**src/rtl/nibble_serial_adder.sv**
```systemverilog
// Purpose : WIDTH-bit adder that reuses one external 4-bit adder stage, one nibble per cycle, LSB first.
// Latency : result valid N = WIDTH/4 cycles after the accepting edge; one addition per N+2 cycles back-to-back.
// Backpres: in_ready only in IDLE (operands not buffered); result held in DONE until out_ready is sampled high.
//
// Ports:
//   clk, rst                 rising-edge clock, synchronous active-high reset
//   in_valid/in_ready        operand handshake, op_a/op_b/cin sampled on accept
//   fa_A/fa_B/fa_Cin         nibble operands and carry towards the external adder stage
//   fa_Sum/fa_Carry          combinational result of the external adder stage
//   out_valid/out_ready      result handshake, sum/cout registered
//   busy                     high while an addition is in flight or awaiting hand-off
module nibble_serial_adder #(
    parameter int WIDTH = 16
) (
    input  logic             clk,
    input  logic             rst,
    input  logic             in_valid,
    output logic             in_ready,
    input  logic [WIDTH-1:0] op_a,
    input  logic [WIDTH-1:0] op_b,
    input  logic             cin,
    output logic [3:0]       fa_A,
    output logic [3:0]       fa_B,
    output logic             fa_Cin,
    input  logic [3:0]       fa_Sum,
    input  logic             fa_Carry,
    output logic             out_valid,
    input  logic             out_ready,
    output logic [WIDTH-1:0] sum,
    output logic             cout,
    output logic             busy
);

    localparam int N     = WIDTH / 4;
    localparam int CNT_W = (N > 1) ? $clog2(N) : 1;
    localparam logic [CNT_W-1:0] CNT_LAST = CNT_W'(N - 1);
    localparam logic [CNT_W-1:0] CNT_ONE  = CNT_W'(1);

    typedef enum logic [1:0] {
        S_IDLE,
        S_RUN,
        S_DONE
    } state_t;

    state_t           state_q;
    logic             in_ready_q;
    logic             out_valid_q;
    logic             busy_q;
    logic [WIDTH-1:0] a_sh_q;
    logic [WIDTH-1:0] b_sh_q;
    logic [WIDTH-1:0] res_sh_q;
    logic             carry_q;
    logic [CNT_W-1:0] cnt_q;
    logic [WIDTH-1:0] sum_q;
    logic             cout_q;

    // Result shift register next value: new nibble enters at the top,
    // everything moves down one nibble. Built via a wide concatenation so
    // the same expression also works for WIDTH == 4.
    logic [WIDTH+3:0] res_cat;
    logic [WIDTH-1:0] res_d;
    logic             unused_res_low;

    assign res_cat        = {fa_Sum, res_sh_q};
    assign res_d          = res_cat[WIDTH+3:4];
    assign unused_res_low = ^res_cat[3:0];

    always_ff @(posedge clk) begin
        if (rst) begin
            state_q     <= S_IDLE;
            in_ready_q  <= 1'b0;
            out_valid_q <= 1'b0;
            busy_q      <= 1'b0;
            a_sh_q      <= '0;
            b_sh_q      <= '0;
            res_sh_q    <= '0;
            carry_q     <= 1'b0;
            cnt_q       <= '0;
            sum_q       <= '0;
            cout_q      <= 1'b0;
        end else begin
            case (state_q)
                S_IDLE: begin
                    in_ready_q <= 1'b1;
                    if (in_valid && in_ready_q) begin
                        a_sh_q     <= op_a;
                        b_sh_q     <= op_b;
                        carry_q    <= cin;
                        cnt_q      <= '0;
                        state_q    <= S_RUN;
                        in_ready_q <= 1'b0;
                        busy_q     <= 1'b1;
                    end
                end

                S_RUN: begin
                    // After N shifts the operand registers are all zero, so
                    // fa_A/fa_B naturally read 0 outside RUN.
                    a_sh_q   <= a_sh_q >> 4;
                    b_sh_q   <= b_sh_q >> 4;
                    res_sh_q <= res_d;
                    if (cnt_q == CNT_LAST) begin
                        sum_q       <= res_d;
                        cout_q      <= fa_Carry;
                        // Carry is captured in cout; clearing it keeps fa_Cin
                        // at 0 in DONE/IDLE without gating the output.
                        carry_q     <= 1'b0;
                        cnt_q       <= '0;
                        state_q     <= S_DONE;
                        out_valid_q <= 1'b1;
                    end else begin
                        carry_q <= fa_Carry;
                        cnt_q   <= cnt_q + CNT_ONE;
                    end
                end

                S_DONE: begin
                    if (out_ready) begin
                        state_q     <= S_IDLE;
                        out_valid_q <= 1'b0;
                        busy_q      <= 1'b0;
                        in_ready_q  <= 1'b1;
                    end
                end

                default: begin
                    state_q     <= S_IDLE;
                    in_ready_q  <= 1'b0;
                    out_valid_q <= 1'b0;
                    busy_q      <= 1'b0;
                end
            endcase
        end
    end

    // All outputs come straight from registers.
    assign fa_A      = a_sh_q[3:0];
    assign fa_B      = b_sh_q[3:0];
    assign fa_Cin    = carry_q;
    assign in_ready  = in_ready_q;
    assign out_valid = out_valid_q;
    assign busy      = busy_q;
    assign sum       = sum_q;
    assign cout      = cout_q;

endmodule
```
**config.mk**
```make
export PLATFORM = sky130hd
export DESIGN_NAME = nibble_serial_adder
export DESIGN_NICKNAME = d
export VERILOG_FILES = /design/src/rtl/nibble_serial_adder.sv
export SDC_FILE = /design/constraint.sdc
export NUM_CORES = 1
export LEC_CHECK = 0
export BUFFER_PORTS_ARGS = -buffer_cell sky130_fd_sc_hd__buf_2
export CORE_MARGIN = 1.5
export CORE_UTILIZATION = 50
export DETAILED_ROUTE_END_ITERATION = 7
export PLACE_DENSITY = 0.85
export SETUP_SLACK_MARGIN = 0.15
export SYNTH_ARGS = -nofsm -noshare
export SYNTH_HDL_FRONTEND = slang
export SYNTH_SLANG_ARGS = --single-unit
```
**constraint.sdc**
```tcl
create_clock -name clk -period 2 [get_ports clk]
set_input_delay 0.6 -clock clk [delete_from_list [all_inputs] [get_ports clk]]
set_output_delay 0.6 -clock clk [all_outputs]
set_load 0.01 [all_outputs]
```
==> flow_summary.json, run 1 <==
{
  "synthMuxAreaShare_pct": 0,
  "hold_violations": 0,
  "die_w_um": 77.8,
  "critical-path-top-delay-family": "flip-flops",
  "hpwl_mm": 4.21,
  "cts_tree": "done",
  "synth_cell_types": 30,
  "clkSlewWorstSetupHoldPaths_ns": 0.07,
  "diodes": 0,
  "synthCells": 332,
  "yosys.area_share.simple_pct": 18.2,
  "drive_gt1_share_pct": 25.4,
  "regArea_um2": 1380,
  "synth-xor-area-share_pct": 0,
  "max_stage_delay_ns": 0.56,
  "worst_pin_slew_ns": 0.633,
  "placed_area_um2": 3090,
  "ys_warn_count": 0,
  "syn_nets": 375,
  "drt_iter0_drc": 164,
  "clk_latency_ns": 0.34,
  "via_per_inst": 5.35,
  "total_power_mw": 2.97,
  "ctsHtreeMaxLevel": 3,
  "cts_inserted_buffers": 9,
  "ant_nets": 0,
  "setup_ws_ns": 0.400,
  "place_ws_ns": 0.254,
  "startpoint_type": "register",
  "final.period_utilization_pct": 80.0,
  "slew_viol_final": 0,
  "worst_path_max_delay_cell": "dfxtp_1",
  "critPathMaxFanout": 15,
  "place.port_buffers": 70,
  "critPathRequiredTime_ns": 2.24,
  "grt_antenna_before_repair": 0,
  "hold_path_class": "register to register",
  "post-route-drc-count": 0,
  "r2r_cells": 4,
  "start_util_pct": 51.4,
  "grt_pass1_wl_mm": 10.6,
  "p_leak_nw": 1.34,
  "syn_area_per_cell_um2": 8.42,
  "synth_seq_area_share_pct": 49.4,
  "crit_arrival_ns": 1.84,
  "numClockSinks": 69,
  "vias": 2488,
  "cts_buffer_depth": 2,
  "io_pins": 71,
  "synth_compound_area_share_pct": 23.2,
  "holdPathStages": 2,
  "multiInputGateArea_um2": 1170,
  "overflow": 0,
  "max-cap-violations": 0,
  "grtUsageTotal_pct": 22.3,
  "first_global_vias": 2325,
  "power_density_nw_per_um2": 903,
  "routed_wl_mm": 6.17,
  "synth_top_family_by_area": "compound AO/OA/AOI/OAI gates",
  "finalCriticalPeriod_ns": 1.60,
  "fin_area_um2": 3290,
  "final-setup-viol-count": 0,
  "fin_nets": 431,
  "coreArea_um2": 5440,
  "cp-end-kind": "register",
  "syn2layout_area_growth_pct": 17.6,
  "num_rows": 27,
  "netlist_area_um2": 2790,
  "cts_root_buf": "clkbuf_8",
  "tns_ns": 0,
  "skew_ns": 0.00558,
  "gp_congestion": 0.779,
  "drtPass1Iterations": 4,
  "die_area_um2": 6050,
  "ys_seq_elements": 69,
  "crit_type": "register to register",
  "grt_max_degree": 35,
  "placedCellCount": 449,
  "path_cells": "and2b_2 > buf_4 > nand2_1 > a311oi_1",
  "ir_worst_vdd_v": 0.000462,
  "fmax_ghz": 0.625,
  "n_fill_cell": 486,
  "avgRoutedWirePerCell_um": 13.3,
  "final-instance-count-excl-fill": 465,
  "cp.depth": 4,
  "synthAdderAreaFrac_pct": 0.448,
  "max_slew_margin_pct": 57.8,
  "rsz0062_at_grt": "no",
  "worst-path-buf-inv": 1,
  "die_h_um": 77.8,
  "status": "completed"
}
[stage by stage]
| step | utilization (%) | hold WS, ns |
|---|---|---|
| 6_report | 60.4 | 0.450 |
| 5_1_grt | 60.4 | 0.453 |
| 4_1_cts | 60.4 | 0.453 |
| 3_5_place_dp | 56.9 | 0.445 |
| 3_3_place_gp | 56.9 | 0.441 |
| 2_1_floorplan | - | 0.432 |
[worst reg2reg max path, stage by stage, from the launching register on]
cell and delay, ns:
dfxtp_1 0.56, and2b_2 0.34, buf_4 0.24, nand2_1 0.07, a311oi_1 0.29
[state kept, by name, indices dropped and copies added (netlist names)]
name,cells
a_sh_q,16
b_sh_q,16
sum,16
res_sh_q,12
cnt_q,2
state_q,2
busy,1
cout,1
fa_Cin,1
in_ready,1
out_valid,1
[report_power, final]
group | internal [mW] | switching (mW)
clock network | 0.581 | 0.523
logic | 0.158 | 0.204
registers | 1.45 | 0.0471
total | 2.19 | 0.774
[cells in the mapped netlist, drive strengths merged]
cell type / n / area [um2]
nand2b: 1 / 6.26
a2111oi: 2 / 17.5
a22o: 8 / 70.1
o21ai: 4 / 20.0
and3b: 1 / 8.76
or2b: 1 / 7.51
nor2: 3 / 11.3
buf: 26 / 198
and4bb: 1 / 12.5
nand3b: 1 / 11.3
ha: 1 / 12.5
a21oi: 61 / 309
inv: 1 / 3.75
and2b: 1 / 7.51
or4: 1 / 7.51
nor3: 2 / 10.0
nand2: 107 / 402
dfxtp: 69 / 1380
a21o: 1 / 7.51
nor2b: 4 / 25.0
a31oi: 1 / 6.26
clkbuf: 10 / 38.8
a311oi: 24 / 216
clkinv: 1 / 3.75
[final timing paths]
| check | start | to | slack [ns] |
|---|---|---|---|
| worst max-delay path | state_q[0] | b_sh_q[8] | 0.40 |
| worst min-delay path | sum[4] | sum[4] | 0.45 |
| worst min register to register | sum[4] | sum[4] | 0.45 |
| worst max register to register | state_q[0] | b_sh_q[8] | 0.40 |
[kinds of logic after synthesis]
group / after synthesis
buffers and inverters: 38
flip-flops: 69
adder cells (fa/ha/maj): 1
AND/OR/NAND/NOR: 123
AO/OA/AOI/OAI: 101
[placed cells by master, fill, tap and decap left out, drive strengths merged, types with 2 or more instances in the layout]
cell type and instances:
a2111oi 2, a21oi 61, a22o 8, a311oi 24, buf 81, clkbuf 11
clkinv 3, dfxtp 69, inv 2, nand2 107, nor2 3, nor2b 4
nor3 2, o21ai 4
[area by class of cell]
class	count	share of cell area, %
clock inverters	5	1.83
multi-input cells	225	35.6
inverters	2	0.228
clock buffers	11	4.00
well taps	72	2.74
repair buffers	81	13.6
flip-flops and latches	69	42.0
[layer usage]
layer / global-route usage, % / share of wire (%) / vias up
li1: - / - / 1255
met1: 28.6 / 43 / 1132
met2: 34.5 / 48 / 88
met3: 6.71 / 7.0 / 13
met4: 10.2 / 1.9 / 0
met5: 0 / 0 / -
[timing repair]
item                       CTS  global route
buffers inserted             0             0
resized for setup            0             1
setup endpoints to repair    0             1
hold buffers                 0             0
Note: power is estimated with default switching activity, not from simulation.
==> run 2: changes to the inputs <==
Settings changed: CORE_UTILIZATION 50 to 47, PLACE_DENSITY 0.85 to 0.84.
Clock period 2 ns to 1.42 ns, I/O delays scaled along.
==> flow_summary.json, run 2 (synthesized netlist as in run 1, its figures left out) <==
{
  "grtUsageTotal_pct": 24.1,
  "coreArea_um2": 5610,
  "clk_latency_ns": 0.35,
  "max-cap-violations": 0,
  "place_ws_ns": -0.152,
  "critPathMaxFanout": 7,
  "startpoint_type": "register",
  "hold_buffers": 0,
  "final_cell_mix": "nand2_1, buf_2, dfxtp_1, a21oi_1, a311oi_2",
  "cts_root_buf": "clkbuf_8",
  "grt_max_degree": 37,
  "cp-end-kind": "register",
  "avgRoutedWirePerCell_um": 17.6,
  "final.period_utilization_pct": 102,
  "first_global_vias": 2481,
  "hpwl_mm": 4.27,
  "power_density_nw_per_um2": 1130,
  "status": "finished with violations",
  "regToRegEndpoint": "b_sh_q[8]",
  "cts_buffer_depth": 2,
  "syn2layout_area_growth_pct": 41.6,
  "p_leak_nw": 1.71,
  "clkSlewWorstSetupHoldPaths_ns": 0.07,
  "grt_pass1_wl_mm": 11.8,
  "worst_pin_slew_ns": 0.406,
  "numClockSinks": 69,
  "max_slew_margin_pct": 72.9,
  "r2r_cells": 6,
  "ctsHtreeMaxLevel": 3,
  "overflow": 0,
  "final-setup-viol-count": 3,
  "setup_ws_ns": -0.0295,
  "die_area_um2": 6420,
  "num_rows": 27,
  "violations": "setup timing",
  "via_per_inst": 5.80,
  "grt_antenna_before_repair": 0,
  "fin_nets": 455,
  "hold_violations": 0,
  "diodes": 0,
  "n_fill_cell": 391,
  "cts_tree": "done",
  "place.port_buffers": 70,
  "ir_worst_vdd_v": 0.000515,
  "slew_viol_final": 0,
  "gp_congestion": 0.769,
  "worstSetupEndpoint": "b_sh_q[8]",
  "reg2reg_slack_ns": -0.03,
  "skew_ns": 0.00831,
  "drtPass1Iterations": 4,
  "drt_iter0_drc": 261,
  "hold_path_class": "input pin to register",
  "crit_type": "register to register",
  "die_h_um": 80.1,
  "critPathRequiredTime_ns": 1.67,
  "die_w_um": 80.1,
  "routed_wl_mm": 8.57,
  "ant_nets": 0,
  "reg2reg_from": "state_q[1]",
  "final_common_cell": "nand2_1",
  "crit_arrival_ns": 1.70,
  "vias": 2831,
  "drive_gt1_share_pct": 44.5,
  "io_pins": 71,
  "startpoint": "state_q[1]",
  "rsz0062_at_grt": "yes",
  "cts_inserted_buffers": 9,
  "total_power_mw": 4.48,
  "start_util_pct": 49.8,
  "post-route-drc-count": 0,
  "fmax_ghz": 0.690,
  "finalCriticalPeriod_ns": 1.45
}
-- run 2: cell count changes in the layout (fill, tap and decap cells not counted), sizes merged --
cell,previous run,this run
buf,81,102
bufinv,1,0
clkbuf,11,17
clkinv,3,1
inv,2,1
-- run 2: final cells by class --
cell class,instances,area (um2),share of cell area [%]
Clock inverter,1,5.00,0.127
Timing Repair Buffer,105,820,20.7
Multi-Input combinational cell,225,1470,37.1
Sequential cell,69,1390,35.1
Clock buffer,14,173,4.36
Tap cell,72,90.1,2.28
Inverter,2,11.3,0.285
-- run 2: power by group --
part	switching [mW]	leakage (nW)	total (mW)	internal (mW)
registers	0.0888	0.566	2.14	2.05
clock network	0.706	0.0926	1.47	0.767
logic	0.453	1.05	0.867	0.414
total	1.25	1.71	4.48	3.23
-- run 2: how the worst min path moves through the flow --
stage          cells after the start         end   startpoint
2_1_floorplan                      2      sum[0]  res_sh_q[4]
3_3_place_gp                       2     sum[15]      sum[15]
3_5_place_dp                       2     sum[10]      sum[10]
4_1_cts                            2  b_sh_q[13]     op_b[13]
5_1_grt                            2  a_sh_q[13]     op_a[13]
6_report                           2  a_sh_q[12]     op_a[12]
-- run 2: per-stage QoR --
| step | std cells | hold WS [ns] | instance area, um2 | TNS, ns | util [%] |
|---|---|---|---|---|---|
| 2_1_floorplan | 332 | 0.432 | 2800 | 0 | - |
| 3_3_place_gp | 459 | 0.441 | 3210 | -1.07 | 57.2 |
| 3_5_place_dp | 459 | 0.449 | 3210 | -1.50 | 57.2 |
| 4_1_cts | 482 | 0.289 | 3620 | 0 | 64.5 |
| 5_1_grt | 488 | 0.291 | 3960 | -0.519 | 70.5 |
| 6_report | 488 | 0.292 | 3960 | -0.0554 | 70.5 |
-- run 2: worst max-delay path: stages, from the launching register on --
cell and delay [ns]:
dfxtp_2 0.33, buf_6 0.13, and2b_4 0.28, buf_12 0.11, buf_16 0.13, nand2_4 0.06
a311oi_2 0.31
-- run 2: per-layer routing --
metal	GRT usage (%)	vias up	part of all wire, %
li1	-	1310	-
met1	32.0	1343	41
met2	36.7	140	48
met3	5.11	38	6.7
met4	12.8	0	4.3
met5	0	-	0
-- run 2: timing repair --
item                       CTS  global route
cloned                       3             2
setup endpoints to repair   56            71
resized for setup           31            64
buffers inserted             5             4
pin swaps                   11            24
==> run 3: changes to the inputs <==
Settings changed: SETUP_SLACK_MARGIN 0.15 to 0.4.
==> flow_summary.json, run 3 (synthesized netlist as in run 1, its figures left out) <==
{
  "clkSlewWorstSetupHoldPaths_ns": 0.08,
  "final_util_pct": 84.1,
  "hold_slack_ns": 0.277,
  "gp_congestion": 0.850,
  "drt_iter0_drc": 360,
  "routed_wl_mm": 12.0,
  "critPathMaxFanout": 9,
  "cp-end-kind": "register",
  "rsz0062_at_grt": "yes",
  "hold_path_class": "input pin to register",
  "status": "completed",
  "startpoint_type": "register",
  "start_util_pct": 49.8,
  "fin_nets": 476,
  "final_common_cell": "nand2_1",
  "clk_latency_ns": 0.36,
  "avgRoutedWirePerCell_um": 23.5,
  "crit_type": "register to register",
  "power_density_nw_per_um2": 1040,
  "switching_share_pct": 30.0,
  "max_slew_margin_pct": 77.0,
  "crit_arrival_ns": 1.66,
  "ctsHtreeMaxLevel": 3,
  "ir_worst_vdd_v": 0.000670,
  "slew_viol_final": 0,
  "final-setup-viol-count": 0,
  "final.period_utilization_pct": 99.5,
  "skew_ns": 0.00967,
  "overflow": 0,
  "drive_gt1_share_pct": 61.0,
  "first_global_vias": 2502,
  "p_switching_mw": 1.46,
  "seqPwrFrac_pct": 44.5,
  "io_pins": 71,
  "hold_violations": 0,
  "clockPowerShare_pct": 34.1,
  "final_cell_mix": "nand2_1, buf_2, buf_6, dfxtp_1, nand2_4",
  "placedCellCount": 453,
  "setup_ws_ns": 0.00697,
  "fmax_ghz": 0.708,
  "grt_max_degree": 27,
  "grt_pass1_wl_mm": 11.8,
  "coreArea_um2": 5610,
  "max-cap-violations": 0,
  "tns_ns": 0,
  "post-route-drc-count": 0,
  "die_h_um": 80.1,
  "drtPass1Iterations": 5,
  "finalCriticalPeriod_ns": 1.41,
  "cts_buffer_depth": 2,
  "die_w_um": 80.1,
  "hpwl_mm": 4.27,
  "ant_nets": 0,
  "p_leak_nw": 2.12,
  "syn2layout_area_growth_pct": 68.8,
  "place.port_buffers": 70,
  "vias": 3281,
  "cts_root_buf": "clkbuf_8",
  "cts_inserted_buffers": 9,
  "place_ws_ns": -0.173,
  "internal-power_mw": 3.42,
  "num_rows": 27,
  "grt_antenna_before_repair": 0,
  "worst_pin_slew_ns": 0.345,
  "die_area_um2": 6420,
  "numClockSinks": 69,
  "via_per_inst": 6.43,
  "critPathRequiredTime_ns": 1.66,
  "diodes": 0,
  "cts_tree": "done",
  "final-instance-count-excl-fill": 510,
  "comb_power_share_pct": 21.4,
  "n_fill_cell": 242,
  "grtUsageTotal_pct": 24.5
}
run 3: final timing paths:
kind	from	to	slack [ns]	cells after the start
worst max register to register	state_q[0]	b_sh_q[9]	0.007	4
worst min-delay path	op_a[14]	a_sh_q[14]	0.28	2
worst min register to register	sum[14]	sum[14]	0.47	2
worst max-delay path	state_q[0]	b_sh_q[9]	0.007	4
run 3: critical path, cell delays in order, from the launching register on:
cell and delay, ns:
dfxtp_4 0.38, or2b_4 0.31, buf_12 0.15, nand2_1 0.09, a311oi_1 0.37
run 3: what timing repair did:
item,4_1_cts,5_1_grt
endpoints found under the setup margin,97,98
pin swaps,9,49
gates cloned,4,8
hold buffers,0,0
resized for setup,95,112
buffers inserted,15,14
run 3: stage by stage:
stage	instance area, um2	total power, mW
3_3_place_gp	3230	2.70
3_5_place_dp	3230	2.72
5_1_grt	4720	4.98
2_1_floorplan	2930	2.60
4_1_cts	3950	4.44
6_report	4720	4.89
run 3: layer usage:
| metal | share of wire, % | track usage [%] | up-vias |
|---|---|---|---|
| met5 | 0 | 0 | - |
| met4 | 7.1 | 15.3 | 0 |
| met3 | 9.0 | 4.43 | 96 |
| met2 | 46 | 39.0 | 273 |
| met1 | 38 | 30.6 | 1556 |
| li1 | - | - | 1356 |
run 3: final cells by class:
cell class / instances / area [um2] / area share (%)
well taps: 72 / 90.1 / 1.91
multi-input cells: 228 / 1750 / 37.0
repair buffers: 123 / 1250 / 26.5
clock buffers: 12 / 145 / 3.08
inverters: 2 / 7.51 / 0.159
flip-flops and latches: 69 / 1430 / 30.3
clock inverters: 4 / 47.5 / 1.01
run 3: power by group through the flow:
| stage | sequential (mW) | combinational, mW | clock [mW] |
|---|---|---|---|
| 3_3_place_gp | 2.16 | 0.537 | 0 |
| 4_1_cts | 2.13 | 0.718 | 1.59 |
| 5_1_grt | 2.18 | 1.08 | 1.72 |
| 3_5_place_dp | 2.17 | 0.549 | 0 |
| 2_1_floorplan | 2.15 | 0.445 | 0 |
| 6_report | 2.17 | 1.05 | 1.67 |
